File: src/rtl/alu_pkg.sv
// Shared opcode encodings and FSM state type for the sequential ALU.
package alu_pkg;

  localparam logic [3:0] OP_ADD    = 4'd0;
  localparam logic [3:0] OP_SUB_AB = 4'd1;
  localparam logic [3:0] OP_SUB_BA = 4'd2;
  localparam logic [3:0] OP_BTC    = 4'd3;
  localparam logic [3:0] OP_AND    = 4'd4;
  localparam logic [3:0] OP_OR     = 4'd5;
  localparam logic [3:0] OP_XOR    = 4'd6;
  localparam logic [3:0] OP_XNOR   = 4'd7;
  localparam logic [3:0] OP_LSL    = 4'd8;
  localparam logic [3:0] OP_LSR    = 4'd9;
  localparam logic [3:0] OP_ASR    = 4'd10;
  localparam logic [3:0] OP_MUL    = 4'd11;
  localparam logic [3:0] OP_ADC    = 4'd12;
  localparam logic [3:0] OP_SBC    = 4'd13;

  typedef enum logic [1:0] {
    ST_IDLE,
    ST_BUSY,
    ST_OUT
  } state_t;

  function automatic logic is_reserved(input logic [3:0] op);
    return op >= 4'd14;
  endfunction

endpackage

File: src/rtl/alu_core.sv
// Combinational ALU datapath: every opcode except MUL, plus flag generation.
// MUL yields zero here; the sequencer in seq_alu produces its result.
module alu_core
  import alu_pkg::*;
#(
  parameter int W = 8
) (
  input  logic [W-1:0] a,
  input  logic [W-1:0] b,
  input  logic [3:0]   op,
  input  logic         carry_in,
  output logic [W-1:0] result,
  output logic         n,
  output logic         z,
  output logic         co,
  output logic         ovf,
  output logic         err
);

  localparam int SW = $clog2(W);

  logic [SW-1:0] sh;
  logic [W-1:0]  add_x;
  logic [W-1:0]  add_y;
  logic          add_cin;
  logic [W:0]    sum;
  logic [W:0]    lsl_ext;
  logic [W:0]    lsr_ext;
  logic [W:0]    asr_ext;

  assign sh = b[SW-1:0];

  // All add/subtract opcodes share one adder; subtraction is X + ~Y + cin.
  always_comb begin
    add_x   = a;
    add_y   = b;
    add_cin = 1'b0;
    case (op)
      OP_SUB_AB: begin add_y = ~b; add_cin = 1'b1; end
      OP_SUB_BA: begin add_x = b; add_y = ~a; add_cin = 1'b1; end
      OP_ADC:    add_cin = carry_in;
      OP_SBC:    begin add_y = ~b; add_cin = carry_in; end
      default:   ;
    endcase
  end

  assign sum = {1'b0, add_x} + {1'b0, add_y} + {{W{1'b0}}, add_cin};

  // The extra bit on each shift catches the last bit shifted out (0 for sh == 0).
  assign lsl_ext = {1'b0, a} << sh;
  assign lsr_ext = {a, 1'b0} >> sh;
  assign asr_ext = $unsigned($signed({a, 1'b0}) >>> sh);

  always_comb begin
    result = '0;
    co     = 1'b0;
    ovf    = 1'b0;
    err    = 1'b0;
    case (op)
      OP_ADD, OP_SUB_AB, OP_SUB_BA, OP_ADC, OP_SBC: begin
        result = sum[W-1:0];
        co     = sum[W];
        ovf    = (add_x[W-1] == add_y[W-1]) && (sum[W-1] != add_x[W-1]);
      end
      OP_BTC:  result = a & ~b;
      OP_AND:  result = a & b;
      OP_OR:   result = a | b;
      OP_XOR:  result = a ^ b;
      OP_XNOR: result = ~(a ^ b);
      OP_LSL:  begin result = lsl_ext[W-1:0]; co = lsl_ext[W]; end
      OP_LSR:  begin result = lsr_ext[W:1];   co = lsr_ext[0]; end
      OP_ASR:  begin result = asr_ext[W:1];   co = asr_ext[0]; end
      default: err = is_reserved(op);
    endcase
    n = result[W-1];
    z = (result == '0);
  end

endmodule

File: src/rtl/seq_alu.sv
// Sequential ALU: valid/ready request and result handshakes, a W-cycle
// shift-add multiplier, and registered result/flags held until the next result.
module seq_alu
  import alu_pkg::*;
#(
  parameter int W = 8
) (
  input  logic         clk,
  input  logic         rst_n,
  input  logic         in_valid,
  output logic         in_ready,
  input  logic [W-1:0] A,
  input  logic [W-1:0] B,
  input  logic [3:0]   CONTROL,
  output logic         out_valid,
  input  logic         out_ready,
  output logic [W-1:0] C,
  output logic         N,
  output logic         Z,
  output logic         CO,
  output logic         OVF,
  output logic         ERR
);

  localparam int SW = $clog2(W);
  localparam logic [SW-1:0] CNT_LAST = SW'(W - 1);

  state_t          state_reg, state_next;
  logic [2*W-1:0]  mcand_reg;
  logic [2*W-1:0]  acc_reg;
  logic [2*W-1:0]  acc_next;
  logic [W-1:0]    mplier_reg;
  logic [SW-1:0]   cnt_reg;
  logic            accept;

  logic [W-1:0]    core_result;
  logic            core_n, core_z, core_co, core_ovf, core_err;

  alu_core #(.W(W)) u_core (
    .a        (A),
    .b        (B),
    .op       (CONTROL),
    .carry_in (CO),
    .result   (core_result),
    .n        (core_n),
    .z        (core_z),
    .co       (core_co),
    .ovf      (core_ovf),
    .err      (core_err)
  );

  assign in_ready  = (state_reg == ST_IDLE);
  assign out_valid = (state_reg == ST_OUT);
  assign accept    = in_valid && in_ready;
  assign acc_next  = acc_reg + (mplier_reg[0] ? mcand_reg : '0);

  always_ff @(posedge clk or negedge rst_n) begin
    if (!rst_n) state_reg <= ST_IDLE;
    else        state_reg <= state_next;
  end

  always_comb begin
    state_next = state_reg;
    case (state_reg)
      ST_IDLE: if (accept) state_next = (CONTROL == OP_MUL) ? ST_BUSY : ST_OUT;
      ST_BUSY: if (cnt_reg == CNT_LAST) state_next = ST_OUT;
      ST_OUT:  if (out_ready) state_next = ST_IDLE;
      default: state_next = ST_IDLE;
    endcase
  end

  // Result registers load only on entry to OUT; MUL loads on its final step.
  always_ff @(posedge clk or negedge rst_n) begin
    if (!rst_n) begin
      mcand_reg  <= '0;
      acc_reg    <= '0;
      mplier_reg <= '0;
      cnt_reg    <= '0;
      C          <= '0;
      N          <= 1'b0;
      Z          <= 1'b0;
      CO         <= 1'b0;
      OVF        <= 1'b0;
      ERR        <= 1'b0;
    end else if (accept) begin
      if (CONTROL == OP_MUL) begin
        mcand_reg  <= {{W{1'b0}}, A};
        mplier_reg <= B;
        acc_reg    <= '0;
        cnt_reg    <= '0;
      end else begin
        C   <= core_result;
        N   <= core_n;
        Z   <= core_z;
        CO  <= core_co;
        OVF <= core_ovf;
        ERR <= core_err;
      end
    end else if (state_reg == ST_BUSY) begin
      acc_reg    <= acc_next;
      mcand_reg  <= mcand_reg << 1;
      mplier_reg <= mplier_reg >> 1;
      cnt_reg    <= cnt_reg + 1'b1;
      if (cnt_reg == CNT_LAST) begin
        C   <= acc_next[W-1:0];
        N   <= acc_next[W-1];
        Z   <= (acc_next[W-1:0] == '0);
        CO  <= 1'b0;
        OVF <= (acc_next[2*W-1:W] != '0);
        ERR <= 1'b0;
      end
    end
  end

endmodule
File: config.mk
export PLATFORM = sky130hd
export DESIGN_NAME = seq_alu
export DESIGN_NICKNAME = d
export VERILOG_FILES = /design/src/rtl/alu_pkg.sv /design/src/rtl/alu_core.sv /design/src/rtl/seq_alu.sv
export SDC_FILE = /design/constraint.sdc
export NUM_CORES = 1
export LEC_CHECK = 0
export BUFFER_PORTS_ARGS = -buffer_cell sky130_fd_sc_hd__buf_2
export CORE_UTILIZATION = 56
export CTS_CLUSTER_SIZE = 14
export DETAILED_ROUTE_END_ITERATION = 12
export MAX_ROUTING_LAYER = met4
export PLACE_DENSITY = 0.82
export SLEW_MARGIN = 0
export SYNTH_ARGS = -nofsm -noshare
export SYNTH_HDL_FRONTEND = slang
export SYNTH_SLANG_ARGS = --single-unit
File: constraint.sdc
create_clock -name clk -period 3 [get_ports clk]
set_input_delay 0.6 -clock clk [delete_from_list [all_inputs] [get_ports clk]]
set_output_delay 0.6 -clock clk [all_outputs]
set_load 0.01 [all_outputs]
==> results of run 1 <==
## timing repair
action,4_1_cts,5_1_grt
gates resized for setup,28,26
setup buffers,4,1
pin swaps,14,20
endpoints found under the setup margin,9,10
## per-stage QoR
step / hold WS [ps] / instances / setup TNS (ps) / util
5_1_grt: 425 / 966 / -544 / 0.714
3_5_place_dp: 466 / 948 / -4620 / 0.663
2_1_floorplan: 304 / 738 / -1790 / -
3_3_place_gp: 463 / 948 / -3070 / 0.663
4_1_cts: 377 / 966 / -34.1 / 0.700
6_report: 356 / 966 / -179 / 0.714
## layout make-up
class / count / area, µm² / share of cell area
clock buffers: 9 / 124 / 0.0176
clock inverters: 6 / 83.8 / 0.0119
inverters: 31 / 116 / 0.0165
multi-input cells: 593 / 4150 / 0.589
flip-flops and latches: 57 / 1430 / 0.203
well taps: 133 / 166 / 0.0236
repair buffers: 137 / 973 / 0.138
## cell families (layout without fill, tap and decap cells)
logic type | count (synthesis) | count (layout) | synth area share
adders and majority gates | 37 | 37 | 0.0846
buffers and inverters | 88 | 183 | 0.0709
AOI/OAI and AO/OA | 225 | 225 | 0.258
xor gates and xnor gates | 18 | 18 | 0.0275
and+or+nand+nor | 286 | 286 | 0.247
DFF | 57 | 57 | 0.249
muxes | 27 | 27 | 0.0639
## worst max-delay path, stage by stage
cell	delay [ps]
buf_12	110
buf_4	180
inv_2	80
nor2_1	50
a22oi_1	190
o21bai_2	110
fa_2	420
inv_2	70
fa_1	420
or3_1	310
o21ai_1	80
o21ai_1	90
o211ai_1	170
a2111oi_4	90
and4bb_1	260
a21o_1	170
## cells in the final DEF, fill, tap and decap left out, types with 9 or more instances in the layout
cell	count
clkbuf_8	9
nand2b_1	9
a21o_1	12
nand2_1	122
xnor2_1	10
nor2_1	51
dfrtp_1	57
nand3_1	19
inv_1	29
buf_4	95
ha_1	33
mux2i_1	13
a31oi_1	23
o21ai_0	48
buf_2	36
o22ai_1	11
and2_1	18
a21oi_1	38
o211ai_1	10
## where the power goes
| group | switching (mW) | leakage, nW | internal, mW | total (mW) |
|---|---|---|---|---|
| combinational | 1.83 | 2.35 | 1.32 | 3.15 |
| clock | 0.342 | 0.109 | 0.460 | 0.802 |
| sequential | 0.259 | 0.708 | 1.11 | 1.37 |
## path summary, 6_finish.rpt
kind / endpoint / depth (start not counted) / slack, ps
min in group clk: state_reg[1] / 2 / 470
hold reg to reg: C[1] / 2 / 480
max in group asynchronous: C[1] / 2 / 1930
hold / removal: C[5] / 1 / 360
setup reg to reg: Z / 12 / 90
setup / recovery: Z / 16 / -150
## routing by layer
layer | up-vias | global-route usage | share of wire
li1 | 2873 | - | -
met3 | 58 | 0.0679 | 0.098
met2 | 367 | 0.610 | 0.45
met1 | 3011 | 0.542 | 0.42
met5 | - | - | 0
met4 | 0 | 0.127 | 0.032
==> out/summary.txt, run 1 <==
run status = finished, violations left
violated checks = setup timing
drt drc = 0
Worst Path Required = 3240 ps
Cell variety after synth = 80
Root Buffer = clkbuf_8
FF+latch count, synth = 57
worst setup margin = -146 ps
cell with the most instances after synthesis = nand2_1
core area = 0.00986 mm²
Routed WL = 20000 µm
H-tree Lvls = 3
number of flops mapped to enable cells by yosys = 0
total power = 5.32 mW
via-per-instance ratio = 6.53
crit path launch type = input pin
Worst-Skew Late Latency = 350 ps
fmax = 0.318 GHz
HPWL Detailed = 14600 µm
CTS buffer count = 9
worst-margin pin slew = 939 ps
die area = 0.0107 mm²
global-route wire length before repair = 31200 µm
vias in the first global route = 5866
Die H = 103 µm
Hold Crit Class = input pin to asynchronous set/reset pin
ys async rst share = 1.00
Synth Cell Area = 0.00574 mm²
1st-iter DRT viols = 509
initial antenna violation count = 0
Fin. Hold Viols = 0
remaining antenna violation count = 0
Layout area overhead = 22.7%
post-synthesis sequential area ratio = 0.249
Synthesis Warnings = 0
total gr overflow = 0
Crit. End Element = flop
final net count = 890
TritonCTS clock tree = yes
Post-Place Cell Area = 0.00655 mm²
RD Place Congestion = 0.953
relative max-transition margin = 0.366
Final setup viols = 2
vias = 6309
clk slew on worst S/H paths = 70 ps
Setup Skew = 13.3 ps
# IOs = 39
Starting Density = 0.582
Max FO, Critical Path = 14
PortBufs = 38
synthesized instance count = 738
Max IR drop VDD = 594 µV
# rows = 36
FF-to-FF Start = CO
top post-synthesis cells by area = dfrtp_1 25%, nand2_1 8.0%, ha_1 7.4%
n_diodes = 0
top cells by count, synth = 123 x nand2_1, 57 x dfrtp_1, 55 x nor2_1, 55 x o21ai_0, 42 x a21oi_1
Synth top area share = 0.249
pwr dens = 756 mW/mm²
Most used DFF post-synth = dfrtp_1
fin crit period = 3150 ps
leakage = 3.17 nW
DR pass1 iterations = 5
Period Utilization, post-route = 1.05
max_cap viols = 0
clk buf depth = 2
Synth Area per Inst = 7.78 µm²
worst slack, placed = -633 ps
fillers = 744
final instance area = 0.00704 mm²
layout cells sized above 1 = 0.262
RSZ-0062 raised after global routing = true
Critical Path Start = CONTROL[2]
CP Class = input pin to flop
Slew Viols, Final = 0
Wirelength per Cell = 20.7 µm
CTS Sinks = 57
pin count of the biggest net entering global routing = 40
chip width = 103 µm
Synth area leader = dfrtp_1
CTS Hold Bufs = 0
Post-Synthesis Net Count = 799
Tot GR Track Use = 0.400
critical path data arrival time = 3390 ps
(Power assumes the default switching activity.)
==> run 2, diff against run 1 <==
--- a/config.mk
+++ b/config.mk
@@ -11,6 +11,7 @@
 export DETAILED_ROUTE_END_ITERATION = 12
 export MAX_ROUTING_LAYER = met4
 export PLACE_DENSITY = 0.82
+export RECOVER_POWER = 100
 export SLEW_MARGIN = 0
 export SYNTH_ARGS = -nofsm -noshare
 export SYNTH_HDL_FRONTEND = slang
==> run 2 against run 1 <==
Effect of this change: the flow finishes with violations (capacitance limit, slew limit, setup timing); critical path depth fell by 1; via count fell by 0.19%; combinational power fell by 1%; sequential cell count did not move; design area fell by 0.80%; global-route usage did not move; sequential power barely moved; clock power fell by 1%; clock-buffer cell count did not move; wire length fell by 0.35%; largest cell class unchanged; highest routed layer unchanged.
==> out/summary.txt, run 2 (synthesis gave the netlist of run 1 again) <==
run status = finished, violations left
violated checks = capacitance limit, slew limit, setup timing
fmax = 0.318 GHz
Die H = 103 µm
# IOs = 39
fin crit period = 3150 ps
vias = 6297
initial antenna violation count = 0
Final setup viols = 2
PortBufs = 38
fillers = 772
layout cells sized above 1 = 0.232
pin count of the biggest net entering global routing = 40
post-route insts no fill = 966
Setup Skew = 11.8 ps
Hold Crit Class = input pin to flop
1st-iter DRT viols = 534
critical path data arrival time = 3380 ps
# rows = 36
Layout area overhead = 21.7%
Routed WL = 19900 µm
hold endpoint = state_reg[1]
die area = 0.0107 mm²
setup TNS = -197 ps
worst-margin pin slew = 1980 ps
RD Place Congestion = 0.953
core area = 0.00986 mm²
Root Buffer = clkbuf_8
H-tree Lvls = 3
dpl cells = 948
FF-to-FF path depth = 10
Max FO, Critical Path = 14
CTS Sinks = 57
RSZ-0062 raised after global routing = true
crit path launch type = input pin
remaining antenna violation count = 0
multi-input logic area = 0.00414 mm²
FF-to-FF Start = mplier_reg[0]
HPWL Detailed = 14600 µm
leakage = 3.10 nW
max_cap viols = 1
total power = 5.28 mW
FF-to-FF setup slack = 50 ps
global-route wire length before repair = 31200 µm
CP Class = input pin to flop
Slew Viols, Final = 37
Worst-Skew Late Latency = 350 ps
commonest non-fill, non-tap cell in the layout = nand2_1
CTS Hold Bufs = 0
Hold Slack = 471 ps
final net count = 890
drt drc = 0
clk buf depth = 2
area occupied by registers = 0.00143 mm²
Final Util = 0.708
commonest cells after routing, fill and taps aside = 123 x nand2_1, 88 x buf_4, 57 x dfrtp_1
clk slew on worst S/H paths = 70 ps
vias in the first global route = 5866
chip width = 103 µm
n_diodes = 0
total gr overflow = 0
TritonCTS clock tree = yes
worst setup margin = -147 ps
via-per-instance ratio = 6.52
reg2reg end = acc_reg[12]
CTS buffer count = 9
pwr dens = 756 mW/mm²
Tot GR Track Use = 0.400
Fin. Hold Viols = 0
DR pass1 iterations = 5
Crit. End Element = flop
Wirelength per Cell = 20.6 µm
Max IR drop VDD = 594 µV
worst hold start = out_ready
Hold Path Cell Cnt = 2
Starting Density = 0.582
Worst Path Required = 3240 ps
relative max-transition margin = -0.321
Period Utilization, post-route = 1.05
## run 2: cell types whose count changed in the layout (fill, tap and decap cells not counted), sizes merged
cell	previous run	this run
clkbuf	9	31
buf	137	115
## run 2: per-layer routing
layer,GRT usage,share of wire,routed length [µm]
met2,0.610,0.45,9020
met4,0.127,0.030,595
met3,0.0679,0.092,1830
met1,0.542,0.42,8450
met5,-,0,0
## run 2: stage by stage
step	worst slack [ps]	cell area (µm²)
finish	-147	6980
global route	-254	6980
CTS	-34.1	6900
detailed placement	-633	6550
global placement	-432	6550
floorplan	-516	5770
## run 2: report_power, final
part | internal (mW) | leakage, nW | total, mW | switching [mW]
registers | 1.11 | 0.708 | 1.37 | 0.261
logic | 1.29 | 2.28 | 3.11 | 1.82
clock network | 0.460 | 0.109 | 0.794 | 0.334
total | 2.86 | 3.10 | 5.28 | 2.42
## run 2: how the worst max path moves through the flow
stage	from	endpoint	cells past startpoint
5_1_grt	CONTROL[3]	Z	16
6_report	CONTROL[2]	Z	15
3_3_place_gp	CONTROL[3]	Z	15
2_1_floorplan	CONTROL[2]	Z	15
3_5_place_dp	CONTROL[3]	Z	15
4_1_cts	CONTROL[2]	Z	15
## run 2: layout make-up
class | instances | share of cell area
inverters | 31 | 0.0167
clock inverters | 6 | 0.0120
flip-flops and latches | 57 | 0.204
clock buffers | 9 | 0.0177
well taps | 133 | 0.0238
multi-input cells | 593 | 0.593
repair buffers | 137 | 0.133
## run 2: timing repair
| action | in CTS | in global routing |
|---|---|---|
| setup endpoints to repair | 9 | 10 |
| hold endpoints to repair | 0 | 0 |
| buffers inserted | 4 | 1 |
| pin swaps | 14 | 20 |
| resized for setup | 28 | 26 |
## run 2: critical path, stage by stage
cell	delay (ps)
buf_12	90
buf_4	200
nor2_1	80
a22oi_1	220
o21bai_2	110
fa_2	420
inv_2	70
fa_1	420
or3_1	310
o21ai_1	70
o21ai_1	90
o211ai_1	170
a2111oi_4	80
and4bb_1	250
a21o_1	170
